==> src/rtl/b01_sink.sv <==
// Serial-to-word packer for the b01 FSM result stream, feeding a small FIFO.
// Words close when they are full or when overflw is sampled.
module b01_sink #(
    parameter int DEPTH = 4,
    parameter int WIDTH = 8
) (
    input  logic                       clock,
    input  logic                       reset,
    input  logic                       en,
    input  logic                       outp,
    input  logic                       overflw,
    output logic                       out_valid,
    input  logic                       out_ready,
    output logic [WIDTH-1:0]           out_data,
    output logic [3:0]                 out_len,
    output logic                       out_ovf,
    output logic [$clog2(DEPTH):0]     fifo_level,
    output logic [7:0]                 ovf_count,
    output logic [7:0]                 drop_count
);

    localparam int AW = $clog2(DEPTH);
    localparam int EW = WIDTH + 5;
    localparam logic [AW:0] FULL_LVL = DEPTH[AW:0];

    logic [3:0]       bit_cnt_q, bit_cnt_d;
    logic [WIDTH-1:0] pack_q, pack_d;
    logic [WIDTH-1:0] word_bits;
    logic [EW-1:0]    mem_q [DEPTH];
    logic [AW-1:0]    wr_ptr_q, wr_ptr_d;
    logic [AW-1:0]    rd_ptr_q, rd_ptr_d;
    logic [AW:0]      level_q, level_d;
    logic             valid_q, valid_d;
    logic [7:0]       ovf_cnt_q, ovf_cnt_d;
    logic [7:0]       drop_cnt_q, drop_cnt_d;

    logic             close_word;
    logic             pop;
    logic             full;
    logic             push;
    logic             drop;
    logic             show;
    logic [EW-1:0]    wr_entry;
    logic [EW-1:0]    head;

    // Packer view including the bit being sampled this cycle.
    generate
        for (genvar gi = 0; gi < WIDTH; gi++) begin : g_pack
            assign word_bits[gi] = (bit_cnt_q == 4'(gi)) ? outp : pack_q[gi];
        end
    endgenerate

    assign close_word = en && ((bit_cnt_q == 4'(WIDTH - 1)) || overflw);
    assign pop        = valid_q && out_ready;
    assign full       = (level_q == FULL_LVL);
    assign push       = close_word && (!full || pop);
    assign drop       = close_word && full && !pop;
    assign wr_entry   = {overflw, bit_cnt_q + 4'd1, word_bits};
    assign head       = mem_q[rd_ptr_q];

    always_comb begin
        bit_cnt_d  = bit_cnt_q;
        pack_d     = pack_q;
        wr_ptr_d   = wr_ptr_q;
        rd_ptr_d   = rd_ptr_q;
        level_d    = level_q;
        ovf_cnt_d  = ovf_cnt_q;
        drop_cnt_d = drop_cnt_q;

        if (en) begin
            if (close_word) begin
                bit_cnt_d = 4'd0;
                pack_d    = '0;
            end else begin
                bit_cnt_d = bit_cnt_q + 4'd1;
                pack_d    = word_bits;
            end
        end

        if (en && overflw && (ovf_cnt_q != 8'hFF)) begin
            ovf_cnt_d = ovf_cnt_q + 8'd1;
        end
        if (drop && (drop_cnt_q != 8'hFF)) begin
            drop_cnt_d = drop_cnt_q + 8'd1;
        end

        if (push) begin
            wr_ptr_d = wr_ptr_q + AW'(1);
        end
        if (pop) begin
            rd_ptr_d = rd_ptr_q + AW'(1);
        end

        case ({push, pop})
            2'b10:   level_d = level_q + 1'b1;
            2'b01:   level_d = level_q - 1'b1;
            default: level_d = level_q;
        endcase

        valid_d = (level_d != '0);
    end

    // Storage has no reset; contents are only observed behind valid_q.
    always_ff @(posedge clock) begin
        if (push) begin
            mem_q[wr_ptr_q] <= wr_entry;
        end
    end

    always_ff @(posedge clock) begin
        if (reset) begin
            bit_cnt_q  <= 4'd0;
            pack_q     <= '0;
            wr_ptr_q   <= '0;
            rd_ptr_q   <= '0;
            level_q    <= '0;
            valid_q    <= 1'b0;
            ovf_cnt_q  <= 8'd0;
            drop_cnt_q <= 8'd0;
        end else begin
            bit_cnt_q  <= bit_cnt_d;
            pack_q     <= pack_d;
            wr_ptr_q   <= wr_ptr_d;
            rd_ptr_q   <= rd_ptr_d;
            level_q    <= level_d;
            valid_q    <= valid_d;
            ovf_cnt_q  <= ovf_cnt_d;
            drop_cnt_q <= drop_cnt_d;
        end
    end

    // Head fields read as zero whenever nothing is presented or reset is held.
    assign show       = valid_q && !reset;
    assign out_valid  = valid_q;
    assign out_data   = show ? head[WIDTH-1:0] : '0;
    assign out_len    = show ? head[WIDTH+3:WIDTH] : 4'd0;
    assign out_ovf    = show & head[EW-1];
    assign fifo_level = level_q;
    assign ovf_count  = ovf_cnt_q;
    assign drop_count = drop_cnt_q;

endmodule

==> config.mk <==
export PLATFORM = sky130hd
export DESIGN_NAME = b01_sink
export DESIGN_NICKNAME = d
export VERILOG_FILES = /design/src/rtl/b01_sink.sv
export SDC_FILE = /design/constraint.sdc
export NUM_CORES = 1
export LEC_CHECK = 0
export BUFFER_PORTS_ARGS = -buffer_cell sky130_fd_sc_hd__buf_2
export CAP_MARGIN = 10
export CORE_MARGIN = 3
export CORE_UTILIZATION = 58
export CTS_CLUSTER_DIAMETER = 80
export DETAILED_ROUTE_END_ITERATION = 10
export HOLD_SLACK_MARGIN = 0.05
export PLACE_DENSITY = 0.9
export SYNTH_ARGS = -nofsm -noshare
export SYNTH_HDL_FRONTEND = slang
export SYNTH_SLANG_ARGS = --single-unit
==> constraint.sdc <==
create_clock -name clock -period 2.6 [get_ports clock]
set_input_delay 0.26 -clock clock [delete_from_list [all_inputs] [get_ports clock]]
set_output_delay 0.26 -clock clock [all_outputs]
set_load 0.1 [all_outputs]
==> impl_metrics.tcl <==
set metrics [dict create \
    outcome "completed" \
    cp_cell_sequence "ha_1 -> and4b_4 -> or2_4 -> a21boi_4 -> and2_1" \
    slowest_delay_ns 0.54 \
    die_area_um2 7821 \
    grtUsageMet3_pct 5.214 \
    drt_iter0_drc 117 \
    syn2layout_area_growth_pct 11.52 \
    wl_per_cell_um 16.45 \
    h-tree-depth 3 \
    critPathBufInv 0 \
    crit_slowest_cell "and2_1" \
    pre_cts_slack_ns 0.2916 \
    hpwl_um 4703 \
    insertedDiodeCount 0 \
    finalWeightedCongestion 0.8116 \
    post-route-period-util_pct 90.52 \
    met1_usage_pct 24.63 \
    grt_pass1_wl_um 11680 \
    synth_area_leaders "edfxtp_1 40%, dfxtp_1 19%, mux4_2 7.4%" \
    viasPerCell 5.802 \
    synth.distinct_cells 49 \
    cts_buffers 9 \
    io_buffers 38 \
    crit_path_max_fanout 13 \
    finalHoldViolCount 0 \
    grt_busiest_layer "met2" \
    r2r-start "bit_cnt_q[1]" \
    drc 0 \
    grt_use_met2_pct 33.31 \
    clock-sinks 90 \
    total_power_uw 3232 \
    path_clk_slew_ns 0.09 \
    synth_top_area_share_pct 39.62 \
    coreArea_um2 6459 \
    end_kind "flop" \
    min-delay-start "overflw" \
    ioPinCount 39 \
    synthesis.nets 311 \
    yosysTopAreaCell "edfxtp_1" \
    yosysWarnings 0 \
    final-instance-count-excl-fill 420 \
    crit_start "bit_cnt_q[1]" \
    drtAntennaViolNets 0 \
    synthCells 294 \
    fin_nets 355 \
    p_leak_uw 0.001611 \
    cts_setup_buffers 0 \
    tritoncts "built" \
    row_count 29 \
    holdWs_ns 0.1776 \
    syn_area_um2 3941 \
    clk_latency_ns 0.35 \
    async_flop_share_pct 0 \
    synth_edf_count 52 \
    track_usage_pct 19.67 \
    vias 2437 \
    synth_seq_area_share_pct 58.92 \
    drv_cap 0 \
    worst_pin_slew_ns 0.7567 \
    nFillCells 456 \
    cp.required_ns 2.58 \
    ctsLongestPathBuffers 2 \
    critPathLaunchType "flop" \
    critPathArrivalTime_ns 2.34 \
    cts_resized 0 \
    slew_headroom_pct 49.36 \
    grt_pass1_vias 2419 \
    ctsHoldBuffers 0 \
    yosys_most_used_dff "edfxtp_1" \
    cp_top_family "simple AND/OR/NAND/NOR gates" \
    syn_area_per_cell_um2 13.41 \
    setup_viol_count_final 0 \
    drv_slew 0 \
    synth_most_common_cell "edfxtp_1" \
    max_freq_ghz 0.4249 \
    setup_tns_ns 0 \
    fin_skew_ns 0.008747 \
    layout-drive-gt1-share_pct 27.41 \
    hold_class "in -> reg" \
    critical_path_class "reg -> reg" \
    power_density_nw_per_um2 735.3 \
    min_period_ns 2.353 \
    timing.final.ws_setup_ns 0.2466 \
    ys_ff_latch 90 \
    clockRootBuffer "clkbuf_8" \
    antenna_found_initial 0 \
    die_w_um 88.44 \
    start_util_pct 61.02 \
    irDropWorstVdd_mv 0.5524 \
    wl_um 6911 \
    dp_cells 404 \
    grt_max_degree 38 \
    first_pass_iters 4 \
    synth_commonest_cells "52 x edfxtp_1, 38 x dfxtp_1, 25 x nor2_1" \
    overflow 0 \
    die_h_um 88.44 \
    rsz0062_at_grt "no" \
]
report_power, final:
group | internal (uW) | switching [uW]
registers | 1560 | 57.1
clock network | 356 | 488
logic | 205 | 566
total | 2120 | 1110
registers in the layout, summed over array words and instances, names as in the netlist, named ones only:
| register | cells |
|---|---|
| mem_q | 52 |
| out_valid | 1 |
| wr_ptr_q | 2 |
| bit_cnt_q | 4 |
| fifo_level | 3 |
| ovf_count | 8 |
| rd_ptr_q | 2 |
| pack_q | 8 |
| drop_count | 8 |
path summary, 6_finish.rpt:
path	depth (start not counted)	slack (ns)	end
max reg2reg	5	0.25	mem_q[2][5]
min reg2reg	2	0.50	ovf_count[1]
min	1	0.18	mem_q[3][12]
max	5	0.25	mem_q[2][5]
cell usage in the layout, fill, tap and decap left out, types with 2 or more instances in the layout:
cell type / instances
dfxtp_1: 37
and3_2: 2
edfxtp_1: 52
inv_6: 2
nor3b_1: 4
a21oi_1: 6
mux4_2: 13
ha_1: 10
and2_1: 4
clkbuf_8: 9
nand3_1: 12
buf_4: 5
nor2b_1: 21
o21ai_0: 5
a31oi_1: 3
a2111oi_2: 2
inv_1: 6
clkinvlp_4: 3
and4_2: 2
nand2_1: 17
nor3_1: 4
mux2_2: 8
buf_2: 38
nor2_1: 25
xnor2_1: 10
xor2_1: 7
nand4_1: 2
mux2i_1: 3
a32o_1: 7
kinds of logic (layout without fill, tap and decap cells):
logic type	after synthesis	in the layout	synth area share [%]
and+or+nand+nor	103	103	14.35
DFF	90	90	58.92
AOI/OAI and AO/OA	32	32	6.921
muxes	24	24	10.48
xor gates and xnor gates	17	17	3.778
buffers and inverters	17	66	1.873
adders and majority gates	11	11	3.683
per-layer routing:
layer / routed length, um / up-vias
met3: 268 / 8
met2: 3424 / 48
met1: 3151 / 1210
met5: 0 / -
li1: - / 1171
met4: 67 / 0
layout make-up:
type,instances,area (um^2),share of cell area [%]
clock inverters,6,48.80,1.110
inverters,7,26.28,0.5978
clock buffers,10,127.6,2.903
multi-input cells,187,1545,35.16
repair buffers,43,227.7,5.181
flip-flops and latches,90,2323,52.86
well taps,77,96.34,2.192
through the flow:
stage / instance area (um^2) / util [%]
floorplan: 3943 / -
global placement: 4219 / 65.32
detailed placement: 4219 / 65.32
CTS: 4395 / 68.05
global route: 4395 / 68.05
finish: 4395 / 68.05
No activity file was read; power rests on OpenSTA's default activity.
